File: src/rtl/hazard_scoreboard.sv
// Pipeline hazard control with an in-order scoreboard of pending long-latency writebacks.
// Optional macro HAZARD_WB_BYPASS_EN: the head entry retiring this cycle no longer blocks decode.
module hazard_scoreboard #(
    parameter int PEND_DEPTH = 4,
    parameter int CNT_W      = 16
) (
    input  logic                          clk,
    input  logic                          rst_n,
    input  logic [4:0]                    id_rs1,
    input  logic [4:0]                    id_rs2,
    input  logic                          id_rs1_used,
    input  logic                          id_rs2_used,
    input  logic [4:0]                    ex_rd,
    input  logic                          ex_load_inst,
    input  logic                          ex_long_inst,
    input  logic                          wb_valid,
    input  logic [4:0]                    wb_rd,
    input  logic                          jump_branch_taken,
    input  logic                          mem_read_write,
    input  logic                          stall,
    input  logic                          invalid_inst,
    output logic                          if_id_pipeline_flush,
    output logic                          if_id_pipeline_en,
    output logic                          id_ex_pipeline_flush,
    output logic                          id_ex_pipeline_en,
    output logic                          ex_mem_pipeline_stall,
    output logic                          ex_mem_pipeline_flush,
    output logic                          mem_wb_pipeline_en,
    output logic                          pc_en,
    output logic                          load_stall,
    output logic                          sb_full,
    output logic [$clog2(PEND_DEPTH):0]   sb_count,
    output logic                          wb_err,
    output logic [CNT_W-1:0]              stall_cycles
);

    localparam int PTR_W = $clog2(PEND_DEPTH);
    localparam int CW    = PTR_W + 1;

    logic [4:0]       rd_q [PEND_DEPTH];
    logic [PTR_W-1:0] head;
    logic [PTR_W-1:0] tail;
    logic [CW-1:0]    count;
    logic [PEND_DEPTH-1:0] entry_live;
    logic             push;
    logic             pop;
    logic             hit_rs1;
    logic             hit_rs2;
    logic             ex_hit;
    logic             src_hit;
    logic             head_retiring;

    assign sb_full  = (count == CW'(PEND_DEPTH));
    assign sb_count = count;

    assign push = ex_long_inst && (ex_rd != 5'd0) && !sb_full && !mem_read_write && !jump_branch_taken;
    assign pop  = wb_valid && (count != '0);

    assign head_retiring = pop && (wb_rd == rd_q[head]);

    // An entry is live if it lies within count slots of head (circular distance).
    always_comb begin
        entry_live = '0;
        for (int i = 0; i < PEND_DEPTH; i++) begin
            entry_live[i] = ({1'b0, PTR_W'(i) - head} < count);
`ifdef HAZARD_WB_BYPASS_EN
            if (head_retiring && (PTR_W'(i) == head))
                entry_live[i] = 1'b0;
`endif
        end
    end

    always_comb begin
        hit_rs1 = 1'b0;
        hit_rs2 = 1'b0;
        for (int i = 0; i < PEND_DEPTH; i++) begin
            if (entry_live[i] && (rd_q[i] == id_rs1) && (id_rs1 != 5'd0))
                hit_rs1 = 1'b1;
            if (entry_live[i] && (rd_q[i] == id_rs2) && (id_rs2 != 5'd0))
                hit_rs2 = 1'b1;
        end
    end

    assign src_hit = (id_rs1_used && hit_rs1) || (id_rs2_used && hit_rs2);

    assign ex_hit = (ex_load_inst || ex_long_inst) && (ex_rd != 5'd0) &&
                    ((id_rs1_used && (id_rs1 == ex_rd)) || (id_rs2_used && (id_rs2 == ex_rd)));

    always_comb begin
        if_id_pipeline_flush  = 1'b0;
        if_id_pipeline_en     = 1'b1;
        id_ex_pipeline_flush  = 1'b0;
        id_ex_pipeline_en     = 1'b1;
        ex_mem_pipeline_stall = 1'b0;
        ex_mem_pipeline_flush = 1'b0;
        mem_wb_pipeline_en    = 1'b1;
        pc_en                 = 1'b1;
        load_stall            = 1'b0;
        if (jump_branch_taken) begin
            if_id_pipeline_flush  = 1'b1;
            if_id_pipeline_en     = 1'b0;
            id_ex_pipeline_flush  = 1'b1;
            ex_mem_pipeline_flush = 1'b1;
        end else if (mem_read_write) begin
            if_id_pipeline_en     = 1'b0;
            id_ex_pipeline_en     = 1'b0;
            pc_en                 = 1'b0;
            mem_wb_pipeline_en    = 1'b0;
            ex_mem_pipeline_stall = 1'b1;
        end else if (sb_full && ex_long_inst) begin
            // Hold the long op in EX and send a bubble downstream until a slot frees.
            if_id_pipeline_en     = 1'b0;
            id_ex_pipeline_en     = 1'b0;
            pc_en                 = 1'b0;
            ex_mem_pipeline_flush = 1'b1;
        end else if (ex_hit) begin
            if_id_pipeline_en     = 1'b0;
            pc_en                 = 1'b0;
            id_ex_pipeline_flush  = 1'b1;
            load_stall            = 1'b1;
        end else if (src_hit) begin
            if_id_pipeline_en     = 1'b0;
            pc_en                 = 1'b0;
            id_ex_pipeline_flush  = 1'b1;
        end else if (stall) begin
            if_id_pipeline_en     = 1'b0;
            id_ex_pipeline_en     = 1'b0;
            pc_en                 = 1'b0;
        end else if (invalid_inst) begin
            id_ex_pipeline_flush  = 1'b1;
        end
    end

    always_ff @(posedge clk) begin
        if (push)
            rd_q[tail] <= ex_rd;
    end

    always_ff @(posedge clk) begin
        if (!rst_n) begin
            head         <= '0;
            tail         <= '0;
            count        <= '0;
            wb_err       <= 1'b0;
            stall_cycles <= '0;
        end else begin
            if (push)
                tail <= tail + PTR_W'(1);
            if (pop)
                head <= head + PTR_W'(1);
            case ({push, pop})
                2'b10:   count <= count + CW'(1);
                2'b01:   count <= count - CW'(1);
                default: count <= count;
            endcase
            if ((wb_valid && (count == '0)) || (pop && (wb_rd != rd_q[head])))
                wb_err <= 1'b1;
            if (!pc_en && (stall_cycles != {CNT_W{1'b1}}))
                stall_cycles <= stall_cycles + CNT_W'(1);
        end
    end

endmodule

File: config.mk
export PLATFORM = sky130hd
export DESIGN_NAME = hazard_scoreboard
export DESIGN_NICKNAME = d
export VERILOG_FILES = /design/src/rtl/hazard_scoreboard.sv
export SDC_FILE = /design/constraint.sdc
export NUM_CORES = 1
export LEC_CHECK = 0
export BUFFER_PORTS_ARGS = -buffer_cell sky130_fd_sc_hd__buf_2
export CORE_UTILIZATION = 55
export DETAILED_ROUTE_END_ITERATION = 7
export PLACE_DENSITY = 0.8
export SLEW_MARGIN = 20
export SYNTH_ARGS = -nofsm -noshare
export SYNTH_HDL_FRONTEND = slang
export SYNTH_SLANG_ARGS = --single-unit
export TNS_END_PERCENT = 30
File: constraint.sdc
create_clock -name clk -period 5.88 [get_ports clk]
set_input_delay 1.176 -clock clk [delete_from_list [all_inputs] [get_ports clk]]
set_output_delay 1.176 -clock clk [all_outputs]
set_load 0.03 [all_outputs]
==> impl_results.md <==
- Status: complete, no violations
- Routed length per instance: 16.9 um
- Hold Path Sink: wb_err
- Hold-fix buffers at CTS: 0
- Buffers on Ports: 60
- Largest net degree at the start of global routing: 25
- Highest clock rate: 243 MHz
- CORE AREA: 5170 sq um
- Final Skew: 0.00976 ns
- Antenna diode count: 0
- Die height: 75.8 um
- Synth Area per Inst: 9.79 sq um
- Post-Layout Cell Count: 425
- # H-tree levels: 2
- Initial drt markers: 208
- Gate Count Post-Synth: 306
- Max Slew Vio Count: 0
- Flop-to-flop setup slack: 2.93 ns
- Share of the yosys chip area belonging to registers: 37.4%
- CP peak stage delay: 0.35 ns
- Grt total ovfl: 0
- Power per cell area: 243 nW/um^2
- Clock sink count: 46
- Tmin final: 4.11 ns
- Routed WL: 7200 um
- Area share of the largest cell type after synthesis: 20.1%
- Relative slew margins: 50.1%
- Placed instance area: 3270 sq um
- Initial antenna violation count: 0
- RSZ-0062 raised after global routing: no
- Synth Flop Type: dfxtp_1
- Vias: 2547
- Root buffer cell: clkbuf_8
- Internal Power: 543 uW
- First-pass GRT wire length: 11100 um
- Clock Path Buffers: 2
- Net Switching: 278 uW
- Switching Share: 33.9%
- DRT Pass-1 Iters: 7
- Full die area: 5740 sq um
- Vias in the first global route: 2306
- FF+latch count, synth: 46
- Die extent in x: 75.8 um
- Gpl congestion: 1.06
- Number of clock buffers inserted by TritonCTS: 5
- Crit Path Max Fanout: 6
- Reg2reg path depth: 10
- Setup_tns: 0 ns
- Number of flops mapped to enable cells by yosys: 20
- Drt drc: 0
- LEAKAGE: 0.00128 uW
- Worst hold path startpoint: wb_err
- Final hold vios: 0
- Layout area overhead: 12.7%
- Slew of the pin with the lowest slew margin: 0.742 ns
- Setup Viol. Count Final: 0
- # resized after CTS: 0
- Max Cap Viol: 0
- YS warnings: 0
- Seq pwr share: 46.2%
- Clock network power share: 25.3%
- Part of the cycle the worst path needs: 69.9%
- Most frequent CP cell: buf_2
- Placed wire-length estimate: 5480 um
- Row count: 26
- Register clock-pin slew on the reported worst setup and hold paths: 0.09 ns
- Starting Density: 57.9%
- CTS tree: done
- Worst reg2reg path startpoint: sb_count[1]
- Hold Crit Class: register to register
- Worst Path Required: 4.70 ns
- Setup CP Type: input pin to primary output
- Area leader, netlist: edfxtp_1
- Antenna viol nets, final: 0
- Syn Std Cell Area: 3000 sq um
- CP cell instances: buf_2 -> xor2_1 -> nor4_1 -> nand3_1 -> a211o_1 -> o221ai_4 -> a21oi_1 -> o21ai_1 -> buf_2
- Post-Syn Nets: 348
- Placed cells: 417
- Combinational Power Share: 28.5%
- Ys async rst share: 0%
- WHS Path Cells: 2
- IO Pins: 61
- Synth top area cells: edfxtp_1, dfxtp_1, xor2_1, xnor2_1, ha_1
- Slowest stage cell, crit path: nor4_1
- WP data arrival: 2.94 ns
- R2r endpoint: stall_cycles[5]
- Via density: 5.99
- Clk Latency, worst-skew pair: 0.30 ns
- CP Capture Type: primary output
- Yosys cell types: 45
- # Post-CTS Setup Buffers: 0
- Peak supply drop: 0.000147 V
- Total GRT Usage: 26.7%
- Final Cell Area: 3380 sq um
- Final #Nets: 396
- CP startpoint kind: input pin
- Share of layout cells above drive strength 1: 23.1%
worst max-delay path by stage:
stage | from | to | slack [ns]
after global routing | id_rs1[0] | id_ex_pipeline_flush | 1.61
after global placement | id_rs1[0] | id_ex_pipeline_flush | 1.80
after floorplan | id_rs2[1] | if_id_pipeline_en | 1.80
after CTS | id_rs1[0] | id_ex_pipeline_flush | 1.77
after detailed placement | id_rs1[0] | id_ex_pipeline_flush | 1.78
final | id_rs1[0] | id_ex_pipeline_flush | 1.77
sequential cells by signal, summed over array words and instances, names as in the netlist, named ones only:
name,count
wb_err,1
tail,2
stall_cycles,16
head,2
sb_count,3
rd_q,20
routing by layer:
layer / GRT usage, % / wire (um) / vias up
li1: - / - / 1174
met1: 34.3 / 2990 / 1201
met2: 42.1 / 3390 / 137
met3: 7.94 / 608 / 35
met4: 11.1 / 210 / 0
met5: 0 / 0 / -
synth_stat cells (all sizes together), types with 12 or more instances:
master	n
nor3	12
o21ai	12
inv	16
dfxtp	26
nor2	18
a21oi	15
edfxtp	20
buf	14
xor2	40
xnor2	24
nand2	14
placed cells by master (no fill, tap or decap), types with 11 or more instances in the layout:
| cell | instances |
|---|---|
| dfxtp_1 | 26 |
| buf_2 | 60 |
| inv_1 | 15 |
| nor3_1 | 11 |
| edfxtp_1 | 20 |
| nor2_1 | 18 |
| xor2_1 | 39 |
| a21oi_1 | 15 |
| xnor2_1 | 24 |
| nand2_1 | 14 |
power groups by stage:
stage | clock, uW | sequential [uW] | combinational [uW]
floorplan | 0 | 384 | 178
global placement | 0 | 386 | 225
detailed placement | 0 | 388 | 233
CTS | 210 | 380 | 234
global route | 225 | 385 | 261
finish | 208 | 379 | 234
cell families after synthesis:
logic type | count (synthesis) | share of synthesized area [%]
AO/OA/AOI/OAI | 43 | 9.65
adder cells (fa/ha/maj) | 11 | 4.85
flip-flops | 46 | 37.4
multiplexers | 9 | 5.10
XOR/XNOR | 64 | 19.0
AND/OR/NAND/NOR | 98 | 18.3
buffers and inverters | 35 | 5.72
metrics by stage:
stage	total power, uW	worst slack (ns)	hold slack [ns]	util, %
floorplan	562	1.80	0.514	-
global placement	611	1.80	0.442	63.3
detailed placement	621	1.78	0.457	63.3
CTS	824	1.77	0.478	65.2
global route	871	1.61	0.502	65.3
finish	821	1.77	0.474	65.3
worst max-delay path: cells and delay by family:
kind	cells	cell delay, ns
XOR/XNOR	1	0.18
AND/OR/NAND/NOR	2	0.49
AO/OA/AOI/OAI	4	0.70
buffers and inverters	2	0.38
cell type report:
cell class	instances	area (sq um)
timing repair buffer	60	300
inverter	16	60.1
tap	70	87.6
fill	427	1800
clock inverter	2	16.3
clock buffer	6	82.6
multi-input combinational	225	1710
sequential	46	1120
(Power assumes the default switching activity.)
